===== src/rtl/ej32_div_arb.sv =====
// rtl/ej32_div_arb.sv - shared iterative signed divider with two-requester round-robin arbiter
// Java idiv/irem semantics: quotient truncates toward zero, remainder follows the dividend sign.
module ej32_div_arb #(
   parameter int DSZ = 32,
   parameter int CSZ = 6
) (
   input  logic           clk,
   input  logic           rst_n,
   input  logic           flush,
   input  logic [1:0]     req,
   input  logic [1:0]     op,
   input  logic [DSZ-1:0] x0,
   input  logic [DSZ-1:0] y0,
   input  logic [DSZ-1:0] x1,
   input  logic [DSZ-1:0] y1,
   output logic [1:0]     ack,
   output logic [1:0]     vld,
   output logic [DSZ-1:0] res,
   output logic           dz,
   output logic           busy
);

   typedef enum logic [1:0] {IDLE, ITER, FIX, DONE} state_t;

   state_t         state_q, state_d;
   logic           ptr_q, ptr_d;
   logic           gnt_q, gnt_d;
   logic           op_q, op_d;
   logic           sx_q, sx_d;
   logic           sy_q, sy_d;
   logic           dz_q, dz_d;
   logic [CSZ-1:0] cnt_q, cnt_d;
   logic [DSZ-1:0] rem_q, rem_d;
   logic [DSZ-1:0] quo_q, quo_d;
   logic [DSZ-1:0] dvs_q, dvs_d;
   logic [DSZ-1:0] res_q, res_d;

   logic           grant_any;
   logic           g;
   logic [DSZ-1:0] xg, yg, xg_abs, yg_abs;
   logic [DSZ:0]   shifted;
   logic           no_borrow;
   logic [DSZ-1:0] diff;
   logic [DSZ-1:0] q_fix, r_fix;

   always_comb begin
      grant_any = rst_n && (state_q == IDLE) && (req != 2'b00) && !flush;
      case (req)
         2'b01:   g = 1'b0;
         2'b10:   g = 1'b1;
         default: g = ptr_q;
      endcase
      xg     = g ? x1 : x0;
      yg     = g ? y1 : y0;
      xg_abs = xg[DSZ-1] ? -xg : xg;
      yg_abs = yg[DSZ-1] ? -yg : yg;
   end

   // The partial remainder is always below the divisor, so the low DSZ bits of
   // the difference are exact even though the compare needs DSZ+1 bits.
   always_comb begin
      shifted   = {rem_q, quo_q[DSZ-1]};
      no_borrow = (shifted >= {1'b0, dvs_q});
      diff      = shifted[DSZ-1:0] - dvs_q;
      q_fix     = (sx_q ^ sy_q) ? -quo_q : quo_q;
      r_fix     = sx_q ? -rem_q : rem_q;
   end

   always_comb begin
      state_d = state_q;
      ptr_d   = ptr_q;
      gnt_d   = gnt_q;
      op_d    = op_q;
      sx_d    = sx_q;
      sy_d    = sy_q;
      dz_d    = dz_q;
      cnt_d   = cnt_q;
      rem_d   = rem_q;
      quo_d   = quo_q;
      dvs_d   = dvs_q;
      res_d   = res_q;
      case (state_q)
         IDLE: begin
            if (grant_any) begin
               ptr_d = ~g;
               gnt_d = g;
               op_d  = op[g];
               sx_d  = xg[DSZ-1];
               sy_d  = yg[DSZ-1];
               dvs_d = yg_abs;
               quo_d = xg_abs;
               rem_d = '0;
               cnt_d = '0;
               dz_d  = (yg == '0);
               if (yg == '0) begin
                  res_d   = '0;
                  state_d = DONE;
               end else begin
                  state_d = ITER;
               end
            end
         end
         ITER: begin
            rem_d = no_borrow ? diff : shifted[DSZ-1:0];
            quo_d = {quo_q[DSZ-2:0], no_borrow};
            cnt_d = cnt_q + 1'b1;
            if (cnt_q == CSZ'(DSZ - 1))
               state_d = FIX;
         end
         FIX: begin
            // An aborted operation must not disturb the last delivered result.
            if (!flush)
               res_d = op_q ? r_fix : q_fix;
            state_d = DONE;
         end
         DONE: begin
            state_d = IDLE;
         end
         default: begin
            state_d = IDLE;
         end
      endcase
      if (flush)
         state_d = IDLE;
   end

   always_ff @(posedge clk or negedge rst_n) begin
      if (!rst_n) begin
         state_q <= IDLE;
         ptr_q   <= 1'b0;
         gnt_q   <= 1'b0;
         op_q    <= 1'b0;
         sx_q    <= 1'b0;
         sy_q    <= 1'b0;
         dz_q    <= 1'b0;
         cnt_q   <= '0;
         rem_q   <= '0;
         quo_q   <= '0;
         dvs_q   <= '0;
         res_q   <= '0;
      end else begin
         state_q <= state_d;
         ptr_q   <= ptr_d;
         gnt_q   <= gnt_d;
         op_q    <= op_d;
         sx_q    <= sx_d;
         sy_q    <= sy_d;
         dz_q    <= dz_d;
         cnt_q   <= cnt_d;
         rem_q   <= rem_d;
         quo_q   <= quo_d;
         dvs_q   <= dvs_d;
         res_q   <= res_d;
      end
   end

   always_comb begin
      ack  = grant_any ? (g ? 2'b10 : 2'b01) : 2'b00;
      vld  = ((state_q == DONE) && !flush) ? (gnt_q ? 2'b10 : 2'b01) : 2'b00;
      res  = res_q;
      dz   = dz_q;
      busy = (state_q != IDLE);
   end

endmodule


===== config.mk =====
export PLATFORM = sky130hd
export DESIGN_NAME = ej32_div_arb
export DESIGN_NICKNAME = d
export VERILOG_FILES = /design/src/rtl/ej32_div_arb.sv
export SDC_FILE = /design/constraint.sdc
export NUM_CORES = 1
export LEC_CHECK = 0
export BUFFER_PORTS_ARGS = -buffer_cell sky130_fd_sc_hd__buf_2
export CORE_MARGIN = 8
export CORE_UTILIZATION = 59
export DETAILED_ROUTE_END_ITERATION = 6
export PLACE_DENSITY = 0.87
export SLEW_MARGIN = 25
export SYNTH_ARGS = -nofsm -noshare
export SYNTH_HDL_FRONTEND = slang
export SYNTH_SLANG_ARGS = --single-unit

===== constraint.sdc =====
create_clock -name clk -period 5.3 [get_ports clk]
set_input_delay 0.265 -clock clk [delete_from_list [all_inputs] [get_ports clk]]
set_output_delay 0.265 -clock clk [all_outputs]
set_load 0.005 [all_outputs]

==> flow_metrics.py, run 1 <==
metrics = {
    "status": {
        "status": "complete, no violations",
    },
    "clock_tree": {
        "clock_latency_ps": 440,
        "root_buffer": "clkbuf_16",
        "cts_buffer_depth": 2,
        "cts_resized": 0,
        "cts.clk_slew.worst_paths_ps": 70,
        "cts_inserted_buffers": 17,
        "clock-sinks": 142,
        "cts_tree": "done",
        "h-tree-depth": 4,
    },
    "finish": {
        "finish.net_count": 1784,
        "drive_above_1_share": 0.153,
        "post-route-util": 0.672,
        "syn_to_final_growth_pct": 13.3,
        "n_antenna_cell": 0,
        "fin_cells": 1887,
    },
    "sta": {
        "fin_setup_tns_ps": 0,
        "min_period_ps": 3900,
        "tightest_slew_ps": 1000,
        "fmax_mhz": 257,
        "setup_viol": 0,
        "slew_viol_final": 0,
        "max_slew_margin": 0.330,
        "hold_viol": 0,
        "rsz0062_at_grt": "false",
        "min_period_over_period": 0.736,
        "fin_skew_ps": 14.6,
    },
    "drt": {
        "drcViolationCount": 0,
        "ant_nets": 0,
        "drt_iter0_markers": 1111,
        "vias": 11700,
        "first_pass_iters": 6,
        "wl_per_cell_um": 18.5,
        "routed_wl_um": 34900,
        "via_per_inst": 6.22,
    },
    "synth": {
        "async_flop_share": 1.00,
        "syn-cell-area_mm2": 0.0118,
        "ys_seq_area_frac": 0.300,
        "synth_common_cells": "nand2_1 (179), dfrtp_1 (142), o21ai_0 (136), a21oi_1 (125), nor2_1 (105)",
        "synth_area_leaders": "dfrtp_1 (30%), mux2i_1 (7.0%), o21ai_0 (5.7%)",
        "synth.most_common_cell": "nand2_1",
        "avgSynthCellArea_um2": 7.98,
        "synth_edf_count": 0,
        "synthFlopType": "dfrtp_1",
        "yosysWarnings": 0,
        "yosysTopAreaCell": "dfrtp_1",
        "ys_ff_latch": 142,
        "syn_nets": 1663,
        "synth_cell_types": 67,
        "syn_inst": 1483,
        "yosysTopAreaCellShare": 0.300,
    },
    "worst_setup_path": {
        "endpoint_kind": "flop",
        "cpPeakStageDelay_ps": 580,
        "cp_max_fo": 26,
        "worst_path_max_delay_cell": "or4_4",
        "crit_family": "simple AND/OR/NAND/NOR gates",
        "required_ps": 5620,
        "critPathArrivalTime_ps": 4220,
        "worstSetupStartpointType": "flop",
        "critical_path_buf_inv_count": 1,
        "crit_chain": "mux2_2, or4_4, a2111oi_4, nand3_2, or2_1, or3_1, o32a_2, buf_4, a22o_1",
        "path_class": "flop to flop",
    },
    "floorplanning": {
        "die_area_mm2": 0.0249,
        "die_h_um": 158,
        "ioPinCount": 173,
        "coreArea_mm2": 0.0200,
        "num_rows": 52,
        "start_util": 0.593,
        "die_w_um": 158,
    },
    "power": {
        "p_leak_nw": 6.25,
        "power.density_mw_per_mm2": 726,
        "ir_drop_v": 0.000391,
    },
    "min_path": {
        "hold_path.class": "input pin to flop",
    },
    "placed_design": {
        "hpwlAfterDp_um": 26800,
        "io_buffers": 172,
        "dp.cells": 1854,
        "place_congestion": 0.984,
    },
    "global_routing": {
        "antenna_found_initial": 0,
        "grt_max_degree": 80,
        "groute.usage.overall": 0.280,
        "grt_pass1_wl_um": 55800,
        "gr-total-overflow": 0,
        "grt_pass1_vias": 11100,
    },
    "job": {
        "maxCapViolCount": 0,
    },
}
## flip-flops by register name, indices dropped and copies added (netlist names)
register,cells
cnt_q,6
dvs_q,32
dz,1
gnt_q,1
op_q,1
ptr_q,1
quo_q,32
rem_q,32
res,32
state_q,2
sx_q,1
sy_q,1
## cell usage in the layout, fill, tap and decap left out, types with 12 or more instances in the layout
| cell | instances |
|---|---|
| dfrtp_1 | 141 |
| and3_1 | 12 |
| o211ai_1 | 17 |
| clkbuf_16 | 17 |
| ha_1 | 44 |
| a22o_1 | 23 |
| a21o_1 | 14 |
| xnor2_1 | 72 |
| buf_2 | 171 |
| o31ai_1 | 19 |
| mux2i_1 | 82 |
| nand3_1 | 40 |
| a21oi_1 | 124 |
| nor2_1 | 105 |
| nand2_1 | 179 |
| buf_4 | 14 |
| xor2_1 | 69 |
| nor3_1 | 51 |
| o21ai_0 | 136 |
| or3_1 | 23 |
| inv_1 | 58 |
| or4_1 | 16 |
## area by class of cell
class,count,area [µm²]
timing repair buffer,187,982
clock inverter,15,150
fill,1584,6560
multi-input combinational,1198,7750
sequential,142,3550
clock buffer,17,425
tap,270,338
inverter,58,218
## power by group
part	internal [mW]	switching (mW)	leakage [nW]
logic	2.51	3.84	4.14
clock network	0.661	0.514	0.281
registers	1.54	0.680	1.82
## worst min-delay path, delay by kind of cell
family	cells	cell delay [ps]
buffers and inverters	1	100
AO/OA/AOI/OAI	1	70
AND/OR/NAND/NOR	1	50
## per-stage QoR
stage / worst slack (ps) / hold WS [ps] / power [mW] / area [µm²]
floorplan: 142 / -30.6 / 6.76 / 11800
global placement: 871 / 336 / 8.19 / 12800
detailed placement: 1020 / 346 / 8.39 / 12800
CTS: 1430 / 69.5 / 9.63 / 13400
global route: 1210 / 86.2 / 10.5 / 13400
finish: 1400 / 76.2 / 9.74 / 13400
## repair_timing
item                      in CTS  in global routing
buffers inserted               0                  0
hold endpoints to repair      77                  0
hold buffers                   1                  0
## logic make-up after synthesis
| kind of cell | share of synthesized area |
|---|---|
| xor gates and xnor gates | 0.105 |
| muxes | 0.0759 |
| DFF | 0.300 |
| AOI/OAI and AO/OA | 0.226 |
| and+or+nand+nor | 0.194 |
| buffers and inverters | 0.0502 |
| adders and majority gates | 0.0482 |
## per-layer routing
| metal | wire [µm] | track usage | up-vias |
|---|---|---|---|
| li1 | - | - | 5581 |
| met1 | 15200 | 0.391 | 5437 |
| met2 | 15300 | 0.414 | 627 |
| met3 | 3100 | 0.0494 | 96 |
| met4 | 1240 | 0.126 | 0 |
| met5 | 0 | 0 | - |
## worst paths after layout
kind / startpoint / endpoint / slack, ps / depth (start not counted)
setup / recovery: ptr_q / res[3] / 1400 / 9
hold / removal: op[0] / op_q / 80 / 3
setup reg to reg: ptr_q / res[3] / 1400 / 9
hold reg to reg: dz / dz / 490 / 2
max in group asynchronous: rst_n / op_q / 3560 / 3
min in group asynchronous: rst_n / dvs_q[25] / 430 / 2
Power figures use the tool's default switching activity.
==> inputs of run 2 (changes only) <==
--- a/config.mk
+++ b/config.mk
@@ -7,9 +7,9 @@
 export LEC_CHECK = 0
 export BUFFER_PORTS_ARGS = -buffer_cell sky130_fd_sc_hd__buf_2
 export CORE_MARGIN = 8
-export CORE_UTILIZATION = 59
+export CORE_UTILIZATION = 53
 export DETAILED_ROUTE_END_ITERATION = 6
-export PLACE_DENSITY = 0.87
+export PLACE_DENSITY = 0.83
 export SLEW_MARGIN = 25
 export SYNTH_ARGS = -nofsm -noshare
 export SYNTH_HDL_FRONTEND = slang
==> constraint.sdc (replaced) <==
create_clock -name clk -period 3.15 [get_ports clk]
set_input_delay 0.1575 -clock clk [delete_from_list [all_inputs] [get_ports clk]]
set_output_delay 0.1575 -clock clk [all_outputs]
set_load 0.005 [all_outputs]
==> run 2 against run 1 <==
Effect of this change: the run now ends with setup timing left; non-clock buffer count rose by 155; die area increased by 10%; worst hold slack gained 41 ps; critical path type unchanged; largest cell class unchanged; largest power group unchanged.
==> flow_metrics.py, run 2 (synthesized netlist as in run 1, its figures left out) <==
metrics = {
    "drt": {
        "vias": 12500,
        "wl_per_cell_um": 19.1,
        "drt_iter0_markers": 1255,
        "routed_wl_um": 39200,
        "via_per_inst": 6.09,
        "ant_nets": 0,
        "first_pass_iters": 6,
        "drcViolationCount": 0,
    },
    "power": {
        "p_switching_mw": 9.10,
        "p_leak_nw": 7.09,
        "intPower_mw": 9.35,
        "switching_share": 0.493,
        "ir_drop_v": 0.000566,
        "power.density_mw_per_mm2": 1230,
        "p_clk_frac": 0.106,
        "pwr-share-seq": 0.191,
        "comb_power_share": 0.703,
    },
    "floorplanning": {
        "coreArea_mm2": 0.0219,
        "start_util": 0.541,
        "die_w_um": 165,
        "die_h_um": 165,
        "num_rows": 54,
        "die_area_mm2": 0.0274,
        "ioPinCount": 173,
    },
    "worst_setup_path": {
        "worstSetupStartpointType": "flop",
        "required_ps": 3480,
        "endpoint_kind": "flop",
        "worst_path_max_delay_cell": "dfrtp_1",
        "path_class": "flop to flop",
        "cp_max_fo": 8,
        "crit_family": "compound AO/OA/AOI/OAI gates",
        "critPathArrivalTime_ps": 3620,
        "critical_path_buf_inv_count": 3,
        "cpPeakStageDelay_ps": 420,
        "crit_chain": "mux2i_4, mux2i_2, ha_2, inv_2, a2111oi_4, nand3_2, or2_1, or3_4, o32a_4, buf_12, clkbuf_16, o31ai_2",
    },
    "global_routing": {
        "groute.usage.overall": 0.273,
        "grt_pass1_wl_um": 59700,
        "antenna_found_initial": 0,
        "grt_pass1_vias": 11700,
        "grt_max_degree": 70,
        "gr-total-overflow": 0,
    },
    "sta": {
        "fin_setup_tns_ps": -2950,
        "min_period_ps": 3290,
        "fmax_mhz": 304,
        "max_slew_margin": 0.403,
        "hold_viol": 0,
        "min_period_over_period": 1.04,
        "slew_viol_final": 0,
        "setup_viol": 32,
        "holdWs_ps": 117,
        "tightest_slew_ps": 895,
        "fin_skew_ps": 13.0,
        "fin_ws_ps": -137,
        "rsz0062_at_grt": "true",
    },
    "clock_tree": {
        "clock_latency_ps": 430,
        "cts.clk_slew.worst_paths_ps": 60,
        "cts_buffer_depth": 2,
        "cts_inserted_buffers": 17,
        "root_buffer": "clkbuf_16",
        "clock-sinks": 142,
        "cts_tree": "done",
        "h-tree-depth": 4,
    },
    "placed_design": {
        "dp.cells": 1992,
        "io_buffers": 172,
        "hpwlAfterDp_um": 29400,
        "place_congestion": 0.981,
        "place_ws_ps": -553,
    },
    "finish": {
        "post-route-util": 0.687,
        "syn_to_final_growth_pct": 27.1,
        "final_cell_mix": "nand2_1 (172), buf_2 (171), buf_4 (148)",
        "layout_commonest_cell": "nand2_1",
        "finish.net_count": 1942,
        "drive_above_1_share": 0.246,
        "n_antenna_cell": 0,
        "fin_cells": 2055,
    },
    "min_path": {
        "hold_path.class": "input pin to async pin",
    },
    "job": {
        "maxCapViolCount": 0,
    },
    "status": {
        "status": "finished, violations left",
        "violations": "setup timing",
    },
}
[run 2: timing repair]
item	CTS	global route
hold buffers	4	0
gates resized for setup	20	41
buffers inserted	7	10
setup endpoints to repair	59	71
cloned	7	4
hold endpoints to repair	17	0
pin swaps	9	14
[run 2: final cells by class]
type / instances / area [µm²]
Inverter: 58 / 235
Timing Repair Buffer: 342 / 2390
Tap cell: 280 / 350
Multi-Input combinational cell: 1201 / 7950
Clock inverter: 13 / 130
Clock buffer: 19 / 433
Fill cell: 1769 / 6840
Sequential cell: 142 / 3560
[run 2: final timing paths]
kind	slack, ps	startpoint	to	cells after the start
max in group asynchronous	1910	rst_n	res[13]	3
max	-140	ptr_q	res[13]	12
min in group clk	130	y1[12]	dvs_q[12]	4
max reg2reg	-140	ptr_q	res[13]	12
min	120	rst_n	dvs_q[24]	2
min reg2reg	480	dvs_q[28]	dvs_q[28]	2
[run 2: metal layers]
layer / GRT usage / share of wire / vias to the layer above / wire [µm]
met3: 0.0506 / 0.084 / 81 / 3270
met1: 0.382 / 0.44 / 5891 / 17300
met2: 0.422 / 0.45 / 627 / 17700
met4: 0.0816 / 0.022 / 0 / 869
met5: 0 / 0 / - / 0
li1: - / - / 5913 / -
[run 2: power by group through the flow]
| stage | logic (mW) | registers [mW] | clock network (mW) |
|---|---|---|---|
| floorplan | 8.26 | 3.22 | 0 |
| global route | 14.1 | 3.60 | 2.03 |
| detailed placement | 12.0 | 3.48 | 0 |
| CTS | 12.2 | 3.45 | 1.95 |
| finish | 13.0 | 3.53 | 1.95 |
| global placement | 11.7 | 3.43 | 0 |
[run 2: stage by stage]
stage / power (mW) / cell area (µm²)
6_report: 18.4 / 15000
2_1_floorplan: 11.5 / 11900
3_3_place_gp: 15.1 / 13900
4_1_cts: 17.6 / 14700
3_5_place_dp: 15.5 / 13900
5_1_grt: 19.7 / 15000
